### src/rtl/rst_seq_pkg.sv
// Shared encodings and widths for the reset sequencer.
package rst_seq_pkg;

    localparam int CNT_W = 16;

    localparam logic [2:0] ST_IDLE      = 3'd0;
    localparam logic [2:0] ST_WAIT_LOCK = 3'd1;
    localparam logic [2:0] ST_HOLD      = 3'd2;
    localparam logic [2:0] ST_RELEASE   = 3'd3;
    localparam logic [2:0] ST_DONE      = 3'd4;

    typedef enum logic [2:0] {
        IDLE      = ST_IDLE,
        WAIT_LOCK = ST_WAIT_LOCK,
        HOLD      = ST_HOLD,
        RELEASE   = ST_RELEASE,
        DONE      = ST_DONE
    } state_t;

endpackage

### src/rtl/rst_seq_gen_sync_bit.sv
// Multi-flop synchronizer bringing a single asynchronous bit into the clk domain.
module sync_bit #(
    parameter int STAGES = 3
) (
    input  logic clk,
    input  logic rst,
    input  logic d,
    output logic q
);

    logic [STAGES-1:0] chain;

    always_ff @(posedge clk or posedge rst) begin
        if (rst) begin
            chain <= '0;
        end else begin
            chain <= {chain[STAGES-2:0], d};
        end
    end

    assign q = chain[STAGES-1];

endmodule

### src/rtl/rst_seq_gen.sv
// Power-on reset sequencer: waits for a qualified PLL lock, holds all domains
// in reset, then releases them one at a time, lowest index first.
module rst_seq_gen
    import rst_seq_pkg::*;
#(
    parameter int SYNC_STAGES = 3,
    parameter int HOLD_CYC    = 16,
    parameter int GAP_CYC     = 8,
    parameter int NUM_DOM     = 3
) (
    input  logic               clk,
    input  logic               rst,
    input  logic               pll_locked,
    input  logic               soft_rst_req,
    output logic [NUM_DOM-1:0] rst_dom,
    output logic               init_done,
    output logic [2:0]         seq_state
);

    localparam logic [CNT_W-1:0] HOLD_LOAD = CNT_W'(HOLD_CYC - 1);
    localparam logic [CNT_W-1:0] GAP_LOAD  = CNT_W'(GAP_CYC - 1);
    localparam logic [CNT_W-1:0] CNT_ONE   = CNT_W'(1);

    state_t             state, state_n;
    logic [CNT_W-1:0]   cnt, cnt_n;
    logic [2:0]         idx, idx_n, next_idx;
    logic [NUM_DOM-1:0] rst_dom_n;
    logic               init_done_n;
    logic               lock_s;

    sync_bit #(.STAGES(SYNC_STAGES)) u_lock_sync (
        .clk (clk),
        .rst (rst),
        .d   (pll_locked),
        .q   (lock_s)
    );

    always_ff @(posedge clk or posedge rst) begin
        if (rst) begin
            state     <= IDLE;
            cnt       <= '0;
            idx       <= '0;
            rst_dom   <= '1;
            init_done <= 1'b0;
        end else begin
            state     <= state_n;
            cnt       <= cnt_n;
            idx       <= idx_n;
            rst_dom   <= rst_dom_n;
            init_done <= init_done_n;
        end
    end

    // Lock loss outranks everything once sequencing has started; the final
    // domain release and the DONE entry share one edge so init_done tracks it.
    always_comb begin
        state_n     = state;
        cnt_n       = cnt;
        idx_n       = idx;
        rst_dom_n   = rst_dom;
        init_done_n = init_done;
        next_idx    = idx + 3'd1;

        unique case (state)
            IDLE: begin
                state_n = WAIT_LOCK;
            end
            WAIT_LOCK: begin
                if (lock_s) begin
                    state_n = HOLD;
                    cnt_n   = HOLD_LOAD;
                    idx_n   = '0;
                end
            end
            HOLD: begin
                if (!lock_s) begin
                    state_n     = WAIT_LOCK;
                    rst_dom_n   = '1;
                    init_done_n = 1'b0;
                end else if (cnt == '0) begin
                    rst_dom_n[0] = 1'b0;
                    idx_n        = '0;
                    if (NUM_DOM == 1) begin
                        state_n     = DONE;
                        init_done_n = 1'b1;
                    end else begin
                        state_n = RELEASE;
                        cnt_n   = GAP_LOAD;
                    end
                end else begin
                    cnt_n = cnt - CNT_ONE;
                end
            end
            RELEASE: begin
                if (!lock_s) begin
                    state_n     = WAIT_LOCK;
                    rst_dom_n   = '1;
                    init_done_n = 1'b0;
                end else if (cnt == '0) begin
                    idx_n = next_idx;
                    for (int k = 0; k < NUM_DOM; k++) begin
                        if (k == int'(next_idx)) begin
                            rst_dom_n[k] = 1'b0;
                        end
                    end
                    if (int'(next_idx) == NUM_DOM - 1) begin
                        state_n     = DONE;
                        init_done_n = 1'b1;
                    end else begin
                        cnt_n = GAP_LOAD;
                    end
                end else begin
                    cnt_n = cnt - CNT_ONE;
                end
            end
            DONE: begin
                if (!lock_s) begin
                    state_n     = WAIT_LOCK;
                    rst_dom_n   = '1;
                    init_done_n = 1'b0;
                end else if (soft_rst_req) begin
                    state_n     = HOLD;
                    cnt_n       = HOLD_LOAD;
                    idx_n       = '0;
                    rst_dom_n   = '1;
                    init_done_n = 1'b0;
                end
            end
            default: begin
                state_n = IDLE;
            end
        endcase
    end

    assign seq_state = state;

endmodule
### config.mk
export PLATFORM = sky130hd
export DESIGN_NAME = rst_seq_gen
export DESIGN_NICKNAME = d
export VERILOG_FILES = /design/src/rtl/rst_seq_pkg.sv /design/src/rtl/rst_seq_gen_sync_bit.sv /design/src/rtl/rst_seq_gen.sv
export SDC_FILE = /design/constraint.sdc
export NUM_CORES = 1
export LEC_CHECK = 0
export CORE_UTILIZATION = 44
export DETAILED_ROUTE_END_ITERATION = 8
export GPL_TIMING_DRIVEN = 0
export PLACE_DENSITY_LB_ADDON = 0.3
export SYNTH_ARGS = -nofsm -noshare
export SYNTH_HDL_FRONTEND = slang
export SYNTH_HIERARCHICAL = 1
export SYNTH_SLANG_ARGS = --single-unit
### constraint.sdc
create_clock -name clk -period 6.2 [get_ports clk]
set_input_delay 0.62 -clock clk [delete_from_list [all_inputs] [get_ports clk]]
set_output_delay 0.62 -clock clk [all_outputs]
set_load 0.02 [all_outputs]
==> flow_summary.yaml <==
status:
  outcome: "complete, no violations"
cts:
  clock_path_buffers: 2
  insertion_delay_ps: 290
  holdBufCountCts: 0
  cts_buffers: 5
  cts_tree: "done"
  htreeDepth: 2
  cts_resized: 0
  root_buffer: "clkbuf_8"
  clkTransAtPathRegs_ps: 60
  post_cts_buffers: 0
  cts_sinks: 29
power:
  power.total_uw: 709
  p_leak_nw: 0.874
  powerDensity_nw_per_um2: 357
  vdd_drop_max_mv: 0.182
detailed_routing:
  drtAntennaViolNets: 0
  dr.first_iter.drc_count: 155
  dr.pass1.iters: 4
  vias: 1458
  route.detailed.drc: 0
  postRouteWirelength_um: 3980
  wire_per_inst_um: 15.8
  vias_per_cell: 5.81
synth:
  synth_top_family_by_area: "simple AND/OR/NAND/NOR gates"
  avgSynthCellArea_um2: 9.25
  synth_compound_area_share_pct: 20.9
  muxShareOfSynthArea_pct: 1.24
  ys_ff_latch: 29
  synth_area_um2: 1710
  synth_fa_ha_area_share_pct: 4.39
  synth_edf_count: 0
  syn_inst: 185
  synth-seq-area-share_pct: 42.6
  synth-xor-area-share_pct: 0.512
  syn-num-nets: 195
  async_reset_ff_share_pct: 100
  yosys_most_used_dff: "dfrtp_1"
  yosys_warnings: 6
  synth_simple_gate_area_share_pct: 24.7
  synth_cell_type_count: 47
die:
  core_area_um2: 3690
  num_rows: 22
  chipWidth_um: 64.3
  start_util_pct: 46.4
  die_h_um: 64.3
  io_pins: 11
  die_area_um2: 4140
final_layout:
  n_antenna_cell: 0
  drive_gt1_share_pct: 11.3
  fin_cells: 251
  area_growth_pct: 16.2
  nNetsFinal: 212
timing:
  final_hold_viol_count: 0
  drv_slew: 0
  max_slew_margin_pct: 31.8
  clock_skew_ps: 7.56
  period_minus_slack_ps: 2670
  fin_setup_tns_ps: 0
  worst_slew_pin_slew_ps: 1020
  setup_viol: 0
  fmax_mhz: 375
  rsz0062_at_grt: "no"
  min_period_over_period_pct: 43.0
critical_path:
  worst_r2r_path_depth: 7
  critPathCaptureType: "register"
  arrival_ps: 2850
  rr_startpoint: "cnt[0]$_DFFE_PP0P_"
  setup.worst_path.start_class: "register"
  regToRegSetupSlack_ps: 3530
  crit_type: "register to register"
  crit_required_ps: 6390
  crit_end: "idx[2]$_DFFE_PP0P_"
  crit_start: "cnt[0]$_DFFE_PP0P_"
  rr_endpoint: "idx[2]$_DFFE_PP0P_"
  worst-path-max-fanout: 9
run:
  drv_cap: 0
grt:
  grt_pass1_wl_um: 6620
  grt_overflow: 0
  grt_pass1_vias: 1416
  grt_max_degree: 27
  antenna_found_initial: 0
  grtUsageTotal_pct: 21.5
min_path:
  hold_path.class: "register to register"
placed_design:
  gp_congestion: 0.872
  dp_hpwl_um: 2770
  io_buffers: 10
  placed_cells: 243
[kinds of logic (layout without fill, tap and decap cells)]
family / count (synthesis) / count (layout)
simple gates: 77 / 77
compound gates: 52 / 52
flops: 29 / 29
buf+inv: 18 / 36
fa+ha+maj: 6 / 6
mux: 2 / 2
xor+xnor: 1 / 1
[synth_stat cells (all sizes together), types with 5 or more instances]
library cell	instances	area, µm²
nand2b	6	37.5
nand2	13	48.8
a21oi	6	30.0
or4	5	41.3
o21ai	23	115
nor3	8	40.0
inv	8	30.0
clkbuf	5	18.8
buf	5	46.3
nor2	20	75.1
ha	6	75.1
dfrtp	26	651
nor4	6	52.6
[worst min path at each step]
| stage | startpoint | to | slack, ps | depth (start not counted) |
|---|---|---|---|---|
| after global placement | u_lock_sync/chain[1]$_DFF_PP0_ | u_lock_sync/chain[2]$_DFF_PP0_ | 340 | 0 |
| after floorplan | u_lock_sync/chain[0]$_DFF_PP0_ | u_lock_sync/chain[1]$_DFF_PP0_ | 330 | 0 |
| after detailed placement | u_lock_sync/chain[0]$_DFF_PP0_ | u_lock_sync/chain[1]$_DFF_PP0_ | 340 | 0 |
| after CTS | u_lock_sync/chain[1]$_DFF_PP0_ | u_lock_sync/chain[2]$_DFF_PP0_ | 360 | 0 |
| final | u_lock_sync/chain[1]$_DFF_PP0_ | u_lock_sync/chain[2]$_DFF_PP0_ | 350 | 0 |
| after global routing | u_lock_sync/chain[1]$_DFF_PP0_ | u_lock_sync/chain[2]$_DFF_PP0_ | 360 | 0 |
[cell type report]
type	instances	area, µm²
multi-input combinational	138	886
clock inverter	1	30.0
tap	48	60.1
fill	354	1700
inverter	8	30.0
sequential	29	729
timing repair buffer	10	100
buffer	10	65.1
clock buffer	7	86.3
[where the power goes]
| group | switching (mW) | total, mW | leakage [nW] | internal, mW |
|---|---|---|---|---|
| Combinational | 0.157 | 0.255 | 0.451 | 0.0982 |
| Sequential | 0.0296 | 0.251 | 0.364 | 0.222 |
| Clock | 0.0719 | 0.203 | 0.0585 | 0.131 |
[state kept, by name (all words and copies together), names as in the netlist]
signal	count
cnt	16
init_done	1
u_lock_sync/chain	3
seq_state	3
idx	3
rst_dom	3
[cell usage in the layout, fill, tap and decap left out, drive strengths merged, types with 2 or more instances in the layout]
| cell | instances |
|---|---|
| dfrtp | 26 |
| o21ai | 23 |
| nor2 | 20 |
| nand2 | 13 |
| clkbuf | 12 |
| clkdlybuf4s50 | 10 |
| nor3 | 8 |
| inv | 8 |
| nand2b | 6 |
| a21oi | 6 |
| ha | 6 |
| nor4 | 6 |
| or4 | 5 |
| buf | 5 |
| or3 | 4 |
| a22o | 4 |
| a21o | 4 |
| nand3 | 3 |
| dfstp | 3 |
| or2 | 3 |
| nor2b | 2 |
| and2 | 2 |
| nor3b | 2 |
| a31oi | 2 |
| o31ai | 2 |
| a211oi | 2 |
[worst max-delay path: stages, from the launching register on]
cell	delay, ps
dfrtp_1	400
inv_1	110
ha_1	150
or4b_1	520
nor4_4	600
o21bai_1	250
or2_0	300
o21ai_0	240
[stage by stage]
step | util [%] | hold slack (ps) | setup slack, ps | cell area [µm²]
after floorplan | - | 331 | 3860 | 1710
after global placement | 50.7 | 338 | 3460 | 1870
after detailed placement | 50.7 | 336 | 3440 | 1870
after CTS | 53.9 | 355 | 3550 | 1990
after global routing | 53.9 | 360 | 3390 | 1990
final | 53.9 | 352 | 3530 | 1990
[metal layers]
layer / wire length (µm) / up-vias / GRT usage, %
met3: 198 / 8 / 5.18
li1: - / 698 / -
met5: 0 / - / 0
met1: 1770 / 712 / 26.4
met4: 79 / 0 / 12.2
met2: 1930 / 40 / 34.3
Note: power is estimated with default switching activity, not from simulation.
